<file path="config.mk">
export PLATFORM = sky130hd
export DESIGN_NAME = reset_sequencer_flat
export DESIGN_NICKNAME = d
export VERILOG_FILES = /design/src/rtl/reset_sequencer_if.sv /design/src/rtl/reset_sequencer.sv /design/src/flat_wrapper.sv
export SDC_FILE = /design/constraint.sdc
export NUM_CORES = 1
export LEC_CHECK = 0
export ABC_AREA = 1
export CAP_MARGIN = 0
export CORE_MARGIN = 2
export CORE_UTILIZATION = 35
export CTS_CLUSTER_DIAMETER = 100
export DETAILED_ROUTE_END_ITERATION = 7
export GPL_TIMING_DRIVEN = 0
export SYNTH_ARGS = -nofsm -noshare
export SYNTH_HDL_FRONTEND = slang
export SYNTH_SLANG_ARGS = --single-unit
export TNS_END_PERCENT = 30
</file>
<file path="constraint.sdc">
create_clock -name clk -period 1.7 [get_ports clk]
set_input_delay 0.255 -clock clk [delete_from_list [all_inputs] [get_ports clk]]
set_output_delay 0.255 -clock clk [all_outputs]
set_load 0.005 [all_outputs]
</file>
<file path="src/rtl/reset_sequencer_if.sv">
// Bundle of the reset sequencer's control inputs and sequenced outputs.
// master: the side that supplies lock/requests and observes the resets.
// slave:  the sequencer itself.
interface reset_sequencer_if #(
  parameter int NUM_STAGES = 3
);
  logic                  locked;
  logic                  sw_reset_req;
  logic [NUM_STAGES-1:0] rst_out;
  logic                  ready;
  logic [7:0]            seq_count;

  modport master (
    output locked,
    output sw_reset_req,
    input  rst_out,
    input  ready,
    input  seq_count
  );

  modport slave (
    input  locked,
    input  sw_reset_req,
    output rst_out,
    output ready,
    output seq_count
  );
endinterface

</file>
<file path="src/rtl/reset_sequencer.sv">
// Reset sequencer: holds all domain resets for HOLD_CYCLES, waits for a
// filtered PLL/MMCM lock, then releases NUM_STAGES resets one at a time
// (bit 0 first) spaced STAGE_GAP cycles apart. A software request, or a lock
// loss once release has begun, aborts and restarts the whole sequence.
module reset_sequencer #(
  parameter int NUM_STAGES  = 3,
  parameter int HOLD_CYCLES = 16,
  parameter int LOCK_FILTER = 4,
  parameter int STAGE_GAP   = 8
) (
  input  logic             clk,
  input  logic             rst,
  reset_sequencer_if.slave bus
);

  localparam int MAX_A = (HOLD_CYCLES > LOCK_FILTER) ? HOLD_CYCLES : LOCK_FILTER;
  localparam int MAX_C = (MAX_A > STAGE_GAP) ? MAX_A : STAGE_GAP;
  localparam int CW    = $clog2(MAX_C + 1);
  localparam int IW    = $clog2(NUM_STAGES) + 1;

  localparam logic [CW-1:0] HOLD_LAST = CW'(HOLD_CYCLES - 1);
  localparam logic [CW-1:0] LOCK_LAST = CW'(LOCK_FILTER - 1);
  localparam logic [CW-1:0] GAP_LAST  = CW'(STAGE_GAP - 1);
  localparam logic [CW-1:0] CNT_ONE   = CW'(1);
  localparam logic [IW-1:0] IDX_LAST  = IW'(NUM_STAGES - 1);
  localparam logic [IW-1:0] IDX_ONE   = IW'(1);

  typedef enum logic [1:0] {
    ST_ASSERT    = 2'd0,
    ST_WAIT_LOCK = 2'd1,
    ST_RELEASE   = 2'd2,
    ST_READY     = 2'd3
  } state_t;

  state_t                r_state;
  logic [CW-1:0]         r_cnt;
  logic [IW-1:0]         r_idx;
  logic [NUM_STAGES-1:0] r_rst_out;
  logic                  r_ready;
  logic [7:0]            r_seq_count;
  logic                  r_lock_meta;
  logic                  r_lock_sync;

  state_t                w_state_nxt;
  logic [CW-1:0]         w_cnt_nxt;
  logic [IW-1:0]         w_idx_nxt;
  logic [NUM_STAGES-1:0] w_rst_out_nxt;
  logic                  w_ready_nxt;
  logic [7:0]            w_seq_count_nxt;
  logic                  w_abort;

  // Two-flop synchronizer for the asynchronous lock indication.
  always_ff @(posedge clk or posedge rst) begin
    if (rst) begin
      r_lock_meta <= 1'b0;
      r_lock_sync <= 1'b0;
    end else begin
      r_lock_meta <= bus.locked;
      r_lock_sync <= r_lock_meta;
    end
  end

  // Lock loss only aborts once stages may already be out of reset.
  assign w_abort = bus.sw_reset_req |
                   (~r_lock_sync & ((r_state == ST_RELEASE) | (r_state == ST_READY)));

  // Next-state, counter and registered-output computation.
  always_comb begin
    w_state_nxt     = r_state;
    w_cnt_nxt       = r_cnt;
    w_idx_nxt       = r_idx;
    w_rst_out_nxt   = r_rst_out;
    w_ready_nxt     = r_ready;
    w_seq_count_nxt = r_seq_count;

    if (w_abort) begin
      w_state_nxt   = ST_ASSERT;
      w_cnt_nxt     = '0;
      w_idx_nxt     = '0;
      w_rst_out_nxt = '1;
      w_ready_nxt   = 1'b0;
      if (r_seq_count != 8'hFF) begin
        w_seq_count_nxt = r_seq_count + 8'd1;
      end
    end else begin
      case (r_state)
        ST_ASSERT: begin
          if (r_cnt == HOLD_LAST) begin
            w_state_nxt = ST_WAIT_LOCK;
            w_cnt_nxt   = '0;
          end else begin
            w_cnt_nxt = r_cnt + CNT_ONE;
          end
        end
        ST_WAIT_LOCK: begin
          if (!r_lock_sync) begin
            w_cnt_nxt = '0;
          end else if (r_cnt == LOCK_LAST) begin
            w_state_nxt = ST_RELEASE;
            w_cnt_nxt   = '0;
            w_idx_nxt   = '0;
          end else begin
            w_cnt_nxt = r_cnt + CNT_ONE;
          end
        end
        ST_RELEASE: begin
          if (r_cnt == GAP_LAST) begin
            w_cnt_nxt = '0;
            w_idx_nxt = r_idx + IDX_ONE;
            // Decoded clear avoids a variable part-select wider than the vector.
            for (int unsigned k = 0; k < NUM_STAGES; k++) begin
              if (IW'(k) == r_idx) begin
                w_rst_out_nxt[k] = 1'b0;
              end
            end
            if (r_idx == IDX_LAST) begin
              w_state_nxt = ST_READY;
              w_ready_nxt = 1'b1;
            end
          end else begin
            w_cnt_nxt = r_cnt + CNT_ONE;
          end
        end
        ST_READY: begin
          w_rst_out_nxt = '0;
          w_ready_nxt   = 1'b1;
        end
        default: begin
          w_state_nxt   = ST_ASSERT;
          w_cnt_nxt     = '0;
          w_idx_nxt     = '0;
          w_rst_out_nxt = '1;
          w_ready_nxt   = 1'b0;
        end
      endcase
    end
  end

  // State, counters and output registers.
  always_ff @(posedge clk or posedge rst) begin
    if (rst) begin
      r_state     <= ST_ASSERT;
      r_cnt       <= '0;
      r_idx       <= '0;
      r_rst_out   <= '1;
      r_ready     <= 1'b0;
      r_seq_count <= '0;
    end else begin
      r_state     <= w_state_nxt;
      r_cnt       <= w_cnt_nxt;
      r_idx       <= w_idx_nxt;
      r_rst_out   <= w_rst_out_nxt;
      r_ready     <= w_ready_nxt;
      r_seq_count <= w_seq_count_nxt;
    end
  end

  assign bus.rst_out   = r_rst_out;
  assign bus.ready     = r_ready;
  assign bus.seq_count = r_seq_count;

endmodule

</file>
<file path="src/flat_wrapper.sv">
// flat-port wrapper written by rule: the top's interface ports become plain ports
module reset_sequencer_flat 
#(
  parameter int NUM_STAGES  = 3,
  parameter int HOLD_CYCLES = 16,
  parameter int LOCK_FILTER = 4,
  parameter int STAGE_GAP   = 8
)
  (clk, rst, bus_locked, bus_sw_reset_req, bus_rst_out, bus_ready, bus_seq_count);
  reset_sequencer_if #(.NUM_STAGES(NUM_STAGES)) bus_i ();
  input  logic clk;
  input  logic rst;
  input wire logic [$bits(bus_i.locked)-1:0] bus_locked;
  input wire logic [$bits(bus_i.sw_reset_req)-1:0] bus_sw_reset_req;
  output wire logic [$bits(bus_i.rst_out)-1:0] bus_rst_out;
  output wire logic [$bits(bus_i.ready)-1:0] bus_ready;
  output wire logic [$bits(bus_i.seq_count)-1:0] bus_seq_count;
  assign bus_i.locked = bus_locked;
  assign bus_i.sw_reset_req = bus_sw_reset_req;
  assign bus_rst_out = bus_i.rst_out;
  assign bus_ready = bus_i.ready;
  assign bus_seq_count = bus_i.seq_count;
  reset_sequencer #(.NUM_STAGES(NUM_STAGES), .HOLD_CYCLES(HOLD_CYCLES), .LOCK_FILTER(LOCK_FILTER), .STAGE_GAP(STAGE_GAP)) u_core (.clk(clk), .rst(rst), .bus(bus_i));
endmodule
</file>
==> results_tabular.tex, run 1 <==
\begin{tabular}{lr}
\hline
Metric & Value \\
\hline
\multicolumn{2}{l}{\textbf{Clock tree}} \\
Latest clock arrival within the worst-skew pair & 0.27 ns \\
Clock sink total & 24 \\
CTS tree & yes \\
CTS Hold Bufs & 0 \\
CTS HTree Levels & 1 \\
Number of clock buffers inserted by TritonCTS & 3 \\
Register clock-pin slew on the reported worst setup and hold paths & 0.08 ns \\
CTS root buf & sky130\_fd\_sc\_hd\_\_clkbuf\_8 \\
Clock Path Buffers & 2 \\
\multicolumn{2}{l}{\textbf{Drt}} \\
Length of the first detailed-routing pass in iterations & 4 \\
Remaining antenna violation count & 0 \\
Average wire per cell in the routed design & 10.8 um \\
Uppermost routed layer & met4 \\
Wire length on met2 & 1.11 mm \\
Met3 wire length & 51 um \\
Met1 Wirelength & 1.37 mm \\
Initial DRC Count & 59 \\
DRC & 0 \\
Vias after detailed routing & 1,068 \\
Wire length reported by the detailed router & 2.58 mm \\
Ratio of routed vias to standard cells & 4.47 \\
\multicolumn{2}{l}{\textbf{STA}} \\
Slew at the pin closest to its max-slew limit & 0.936 ns \\
F\_max & 0.646 GHz \\
Period Utilization, post-route & 0.910 \\
RSZ-0062 raised after global routing & no \\
Number of max-slew violations in the final report & 0 \\
Setup Viol. Count Final & 0 \\
Setup Total Neg Slack & 0 ns \\
Shortest period the worst path allows & 1.55 ns \\
Final Hold Violating Endpoints & 0 \\
Final Skew & 0.00351 ns \\
Max-slew headroom at the worst pin & 0.375 \\
\multicolumn{2}{l}{\textbf{Power}} \\
Leakage power & 0.000807 uW \\
Clock group share of total power & 0.151 \\
Power share of the sequential group & 0.377 \\
Cell internal power dissipation & 1550 uW \\
Power density over the cells & 1510 nW/um\^{}2 \\
Fraction of power spent switching nets & 0.400 \\
Comb pwr share & 0.472 \\
Net load switching power & 1030 uW \\
Worst VDD drop & 0.000655 V \\
\multicolumn{2}{l}{\textbf{Synthesis}} \\
Flip-flop and latch count after synthesis & 24 \\
Warnings from Yosys & 0 \\
Cell area after technology mapping & 1430 um\^{}2 \\
Mean instance size in the synthesized netlist & 8.43 um\^{}2 \\
Cell type with the largest total area after synthesis & sky130\_fd\_sc\_hd\_\_dfrtp\_1 \\
Sequential cell area fraction in the yosys report & 0.421 \\
Share of Yosys cell area claimed by the top area cell type & 0.366 \\
Post-synth cell types & 26 \\
Instance count of the mapped netlist & 170 \\
Largest cells by area after synthesis & sky130\_fd\_sc\_hd\_\_dfrtp\_1 37\%, sky130\_fd\_sc\_hd\_\_ha\_1 10\%, sky130\_fd\_sc\_hd\_\_nand2\_1 9.9\%, sky130\_fd\_sc\_hd\_\_inv\_1 6.0\%, sky130\_fd\_sc\_hd\_\_dfstp\_2 5.5\% \\
Post-synthesis net count & 186 \\
\multicolumn{2}{l}{\textbf{Worst setup path}} \\
Cell family with the largest share of critical-path delay & flip-flops \\
Launch point of the worst reg-to-reg path & u\_core.r\_state[1] \\
Worst Path Required & 1.44 ns \\
Slowest cell on crit path & sky130\_fd\_sc\_hd\_\_dfstp\_2 \\
Flop2flop setup slack & 0.17 ns \\
Ordered cell list for the critical path & clkdlybuf4s50\_1 \\
Worst setup EP type & primary output \\
Data arrival time at the worst-slack endpoint & 1.29 ns \\
CP peak stage delay & 0.53 ns \\
Worst setup path start & u\_core.bus.rst\_out[2] \\
Depth of the critical timing path with buffers and inverters included & 1 \\
Worst-path fanout max & 2 \\
Worst setup endpoint & bus\_rst\_out[2] \\
Reg2Reg Depth & 8 \\
Buffering stage count on the worst path with inverters included & 1 \\
Worst setup SP type & flip-flop \\
R2r endpoint & u\_core.r\_cnt[3] \\
Path type of the worst setup path & flip-flop to primary output \\
\multicolumn{2}{l}{\textbf{Run status}} \\
Status & completed \\
\multicolumn{2}{l}{\textbf{Die}} \\
Area of the placeable core & 3970 um\^{}2 \\
Total Die Area & 4620 um\^{}2 \\
Floorplan die height & 68.0 um \\
Initial Utilization & 0.361 \\
Boundary pin count & 16 \\
Cell Rows & 23 \\
Die X & 68.0 um \\
\multicolumn{2}{l}{\textbf{Global routing}} \\
Pin count of the biggest net entering global routing & 25 \\
Antenna violations before repair & 0 \\
Vias in the first global route & 953 \\
Remaining global-route overflow & 0 \\
Global-route wire length before repair & 4.31 mm \\
Combined global-route utilization of all metal layers & 0.127 \\
\multicolumn{2}{l}{\textbf{Layout}} \\
Inserted Diodes & 0 \\
Final core area utilization & 0.430 \\
Layout cell share with drive strength beyond 1 & 0.153 \\
Layout Area Growth over Synthesis & 19.1\% \\
Final cell count without fillers & 239 \\
Number of nets in the layout & 206 \\
Most common cell after layout, fill and taps aside & sky130\_fd\_sc\_hd\_\_nand2\_1 \\
Commonest cells after routing, fill and taps aside & 38 x sky130\_fd\_sc\_hd\_\_nand2\_1, 23 x sky130\_fd\_sc\_hd\_\_inv\_1, 20 x sky130\_fd\_sc\_hd\_\_dfrtp\_1, 15 x sky130\_fd\_sc\_hd\_\_clkdlybuf4s50\_1, 13 x sky130\_fd\_sc\_hd\_\_nand3\_1 \\
Filler instances & 404 \\
\multicolumn{2}{l}{\textbf{Job}} \\
Number of maximum-capacitance violations & 0 \\
\multicolumn{2}{l}{\textbf{Min path}} \\
Classification of the worst-slack hold path & flip-flop to flip-flop \\
\multicolumn{2}{l}{\textbf{Place}} \\
Quantity of I/O buffers inserted on ports & 15 \\
Placed instance count & 235 \\
Weighted congestion at the end of routability-driven global placement & 0.823 \\
Detail Placement HPWL & 1.97 mm \\
\hline
\end{tabular}
==> timing repair <==
| action | CTS | global route |
|---|---|---|
| gates resized for setup | 0 | 3 |
| buffers inserted | 0 | 0 |
| setup endpoints to repair | 0 | 4 |
==> layer usage <==
metal / track usage / vias up
met5: 0 / -
li1: - / 584
met2: 0.189 / 9
met3: 0.0345 / 2
met4: 0.0600 / 0
met1: 0.168 / 473
==> registers in the layout (all words and copies together) (netlist names) <==
name	flops
u_core.r_cnt	5
u_core.r_state	2
u_core.r_lock_sync	1
u_core.r_lock_meta	1
u_core.bus.rst_out	3
u_core.bus.seq_count	8
u_core.bus.ready	1
u_core.r_idx	3
==> synth_stat cells <==
library cell / count
sky130_fd_sc_hd__o21a_1: 1
sky130_fd_sc_hd__nand4_1: 1
sky130_fd_sc_hd__nand3_1: 13
sky130_fd_sc_hd__buf_6: 1
sky130_fd_sc_hd__ha_1: 12
sky130_fd_sc_hd__nor2_4: 2
sky130_fd_sc_hd__xor2_1: 4
sky130_fd_sc_hd__nand2_2: 3
sky130_fd_sc_hd__a21oi_2: 1
sky130_fd_sc_hd__inv_2: 1
sky130_fd_sc_hd__nand3_2: 4
sky130_fd_sc_hd__nand2_1: 38
sky130_fd_sc_hd__inv_1: 23
sky130_fd_sc_hd__xnor2_1: 2
sky130_fd_sc_hd__nand2_4: 2
sky130_fd_sc_hd__dfstp_2: 3
sky130_fd_sc_hd__nor3_1: 2
sky130_fd_sc_hd__o21ai_1: 1
sky130_fd_sc_hd__dfrtp_1: 21
sky130_fd_sc_hd__o22ai_1: 1
sky130_fd_sc_hd__o21ai_0: 10
sky130_fd_sc_hd__a21oi_1: 7
sky130_fd_sc_hd__o211ai_2: 1
sky130_fd_sc_hd__nor2_2: 3
sky130_fd_sc_hd__o21ai_2: 1
sky130_fd_sc_hd__nor2_1: 12
==> metrics by stage <==
stage               total power (uW)  cell area (um^2)  setup slack [ns]  hold slack (ns)
global placement                2200              1650             0.100            0.332
CTS                             2610              1700            0.0967            0.356
detailed placement              2210              1650            0.0821            0.335
floorplan                       1780              1430             0.318            0.267
finish                          2580              1710             0.152            0.354
global route                    2840              1710           0.00418            0.357
==> cell families after synthesis <==
logic type | count (synthesis) | synth area share
XOR/XNOR | 6 | 0.0366
AO/OA/AOI/OAI | 23 | 0.0934
AND/OR/NAND/NOR | 80 | 0.273
flip-flops | 24 | 0.421
adder cells (fa/ha/maj) | 12 | 0.105
buffers and inverters | 25 | 0.0707
==> power groups by stage <==
stage | sequential, uW | combinational, uW | clock, uW
after floorplan | 962 | 816 | 0
after global placement | 978 | 1220 | 0
after detailed placement | 985 | 1230 | 0
after CTS | 975 | 1230 | 405
after global routing | 1010 | 1400 | 427
final | 974 | 1220 | 391
==> area by class of cell <==
cell class / instances / area (um^2) / area share
clock buffers: 4 / 55.1 / 0.0322
repair buffers: 15 / 150 / 0.0879
flip-flops and latches: 24 / 606 / 0.355
plain buffers: 1 / 11.3 / 0.00659
well taps: 50 / 62.6 / 0.0366
multi-input cells: 121 / 733 / 0.429
inverters: 24 / 90.1 / 0.0527
==> how the worst min path moves through the flow <==
| stage | from | cells after the start | endpoint |
|---|---|---|---|
| after floorplan | rst | 1 | u_core.bus.ready |
| after global placement | u_core.r_lock_meta | 0 | u_core.r_lock_sync |
| after detailed placement | u_core.r_lock_meta | 0 | u_core.r_lock_sync |
| after CTS | u_core.r_lock_meta | 0 | u_core.r_lock_sync |
| after global routing | u_core.r_lock_meta | 0 | u_core.r_lock_sync |
| final | u_core.r_lock_meta | 0 | u_core.r_lock_sync |
No activity file was read; power rests on OpenSTA's default activity.
==> run 2: changes to the inputs <==
- SETUP_SLACK_MARGIN: default -> 0.1
==> run 2 against run 1 <==
Utilization increased by 1.3 points; via count is 1.3% higher; sequential power up 0.5%; design area grew 2.9%; clock power about the same; die area is the same; global-route usage did not move; critical endpoint unchanged.
==> results_tabular.tex, run 2 (same netlist as run 1, synthesis figures left out) <==
\begin{tabular}{lr}
\hline
Metric & Value \\
\hline
\multicolumn{2}{l}{\textbf{Worst setup path}} \\
Worst setup SP type & flip-flop \\
Worst-path fanout max & 2 \\
Worst setup EP type & primary output \\
Data arrival time at the worst-slack endpoint & 1.29 ns \\
Path type of the worst setup path & flip-flop to primary output \\
Cell family with the largest share of critical-path delay & flip-flops \\
Slowest cell on crit path & sky130\_fd\_sc\_hd\_\_dfstp\_2 \\
Worst Path Required & 1.44 ns \\
Ordered cell list for the critical path & clkdlybuf4s50\_1 \\
CP peak stage delay & 0.53 ns \\
Buffering stage count on the worst path with inverters included & 1 \\
\multicolumn{2}{l}{\textbf{Layout}} \\
Most common cell after layout, fill and taps aside & sky130\_fd\_sc\_hd\_\_nand2\_1 \\
Number of nets in the layout & 209 \\
Inserted Diodes & 0 \\
Filler instances & 401 \\
Final design instance area without fill & 1760 um\^{}2 \\
Layout Area Growth over Synthesis & 22.6\% \\
Commonest cells after routing, fill and taps aside & 37 x sky130\_fd\_sc\_hd\_\_nand2\_1, 23 x sky130\_fd\_sc\_hd\_\_inv\_1, 20 x sky130\_fd\_sc\_hd\_\_dfrtp\_1, 15 x sky130\_fd\_sc\_hd\_\_clkdlybuf4s50\_1, 13 x sky130\_fd\_sc\_hd\_\_nand3\_1 \\
Layout cell share with drive strength beyond 1 & 0.182 \\
Max FFs per register & 8 \\
\multicolumn{2}{l}{\textbf{Drt}} \\
DRC & 0 \\
Wire length reported by the detailed router & 2.61 mm \\
Length of the first detailed-routing pass in iterations & 4 \\
Initial DRC Count & 70 \\
Average wire per cell in the routed design & 10.8 um \\
Vias after detailed routing & 1,082 \\
Ratio of routed vias to standard cells & 4.47 \\
Remaining antenna violation count & 0 \\
\multicolumn{2}{l}{\textbf{STA}} \\
F\_max & 0.646 GHz \\
Setup Total Neg Slack & 0 ns \\
Setup Viol. Count Final & 0 \\
Max-slew headroom at the worst pin & 0.377 \\
RSZ-0062 raised after global routing & yes \\
Period Utilization, post-route & 0.911 \\
Shortest period the worst path allows & 1.55 ns \\
Final Hold Violating Endpoints & 0 \\
Slew at the pin closest to its max-slew limit & 0.933 ns \\
Worst slack on hold paths & 0.354 ns \\
Final Skew & 0.00344 ns \\
Number of max-slew violations in the final report & 0 \\
\multicolumn{2}{l}{\textbf{Clock tree}} \\
Clock Path Buffers & 2 \\
Number of clock buffers inserted by TritonCTS & 3 \\
CTS tree & yes \\
Latest clock arrival within the worst-skew pair & 0.27 ns \\
Clock sink total & 24 \\
CTS root buf & sky130\_fd\_sc\_hd\_\_clkbuf\_8 \\
CTS Hold Bufs & 0 \\
Register clock-pin slew on the reported worst setup and hold paths & 0.08 ns \\
CTS HTree Levels & 1 \\
\multicolumn{2}{l}{\textbf{Die}} \\
Floorplan die height & 68.0 um \\
Cell Rows & 23 \\
Area of the placeable core & 3970 um\^{}2 \\
Die X & 68.0 um \\
Boundary pin count & 16 \\
Initial Utilization & 0.361 \\
Total Die Area & 4620 um\^{}2 \\
\multicolumn{2}{l}{\textbf{Global routing}} \\
Global-route wire length before repair & 4.31 mm \\
Pin count of the biggest net entering global routing & 25 \\
Combined global-route utilization of all metal layers & 0.127 \\
Antenna violations before repair & 0 \\
Vias in the first global route & 953 \\
Remaining global-route overflow & 0 \\
\multicolumn{2}{l}{\textbf{Place}} \\
Quantity of I/O buffers inserted on ports & 15 \\
Detail Placement HPWL & 1.97 mm \\
Placement-stage cell area & 1650 um\^{}2 \\
Weighted congestion at the end of routability-driven global placement & 0.823 \\
\multicolumn{2}{l}{\textbf{Power}} \\
Power density over the cells & 1530 nW/um\^{}2 \\
Leakage power & 0.000824 uW \\
Worst VDD drop & 0.000675 V \\
\multicolumn{2}{l}{\textbf{Job}} \\
Number of maximum-capacitance violations & 0 \\
\multicolumn{2}{l}{\textbf{Min path}} \\
Classification of the worst-slack hold path & flip-flop to flip-flop \\
\multicolumn{2}{l}{\textbf{Run status}} \\
Status & completed \\
\hline
\end{tabular}
[run 2: cell count changes in the layout (fill, tap and decap cells not counted)]
cell	change
sky130_fd_sc_hd__ha_2	-1
sky130_fd_sc_hd__nor2_2	+1
sky130_fd_sc_hd__o21ai_0	-2
sky130_fd_sc_hd__ha_4	+2
sky130_fd_sc_hd__o21ai_1	+2
sky130_fd_sc_hd__nand2_2	+1
sky130_fd_sc_hd__ha_1	-1
sky130_fd_sc_hd__nand2_1	-1
sky130_fd_sc_hd__buf_4	+3
sky130_fd_sc_hd__nor2_1	-1
[run 2: stage by stage]
step | total power [uW] | cells | utilization | worst slack, ns
CTS | 2620 | 239 | 0.429 | 0.130
detailed placement | 2210 | 235 | 0.415 | 0.0821
finish | 2680 | 242 | 0.443 | 0.151
global route | 2950 | 242 | 0.443 | 0.0883
floorplan | 1780 | 170 | - | 0.318
global placement | 2200 | 235 | 0.415 | 0.100
[run 2: timing repair]
item | CTS | global route
buffers inserted | 0 | 3
setup endpoints to repair | 1 | 8
gates resized for setup | 1 | 9
endpoints found under the hold margin | 0 | 0
pin swaps | 0 | 2
[run 2: where the power goes]
group	switching, uW	internal (uW)
combinational	688	624
sequential	200	779
clock	185	207
total	1070	1610
[run 2: final timing paths]
kind	depth (start not counted)	start	to	slack [ns]
max	1	u_core.bus.rst_out[2]	bus_rst_out[2]	0.15
min	0	u_core.r_lock_meta	u_core.r_lock_sync	0.35
max reg2reg	8	u_core.r_state[0]	u_core.r_cnt[3]	0.19
min reg2reg	0	u_core.r_lock_meta	u_core.r_lock_sync	0.35
max in group asynchronous	2	rst	u_core.r_state[1]	0.58
min in group asynchronous	2	rst	u_core.bus.seq_count[4]	0.49
[run 2: area by class of cell]
| type | instances | area, um^2 | share of cell area |
|---|---|---|---|
| Timing Repair Buffer | 18 | 173 | 0.0982 |
| Inverter | 24 | 90.1 | 0.0512 |
| Tap cell | 50 | 62.6 | 0.0356 |
| Sequential cell | 24 | 606 | 0.344 |
| Multi-Input combinational cell | 121 | 761 | 0.433 |
| Buffer | 1 | 11.3 | 0.00641 |
| Clock buffer | 4 | 55.1 | 0.0313 |
[run 2: metal layers]
metal | share of wire | up-vias | wire [um] | global-route usage
met4 | 0.019 | 0 | 49 | 0.0600
met2 | 0.44 | 9 | 1140 | 0.189
li1 | - | 587 | - | -
met1 | 0.52 | 484 | 1370 | 0.168
met3 | 0.020 | 2 | 52 | 0.0345
met5 | 0 | - | 0 | 0
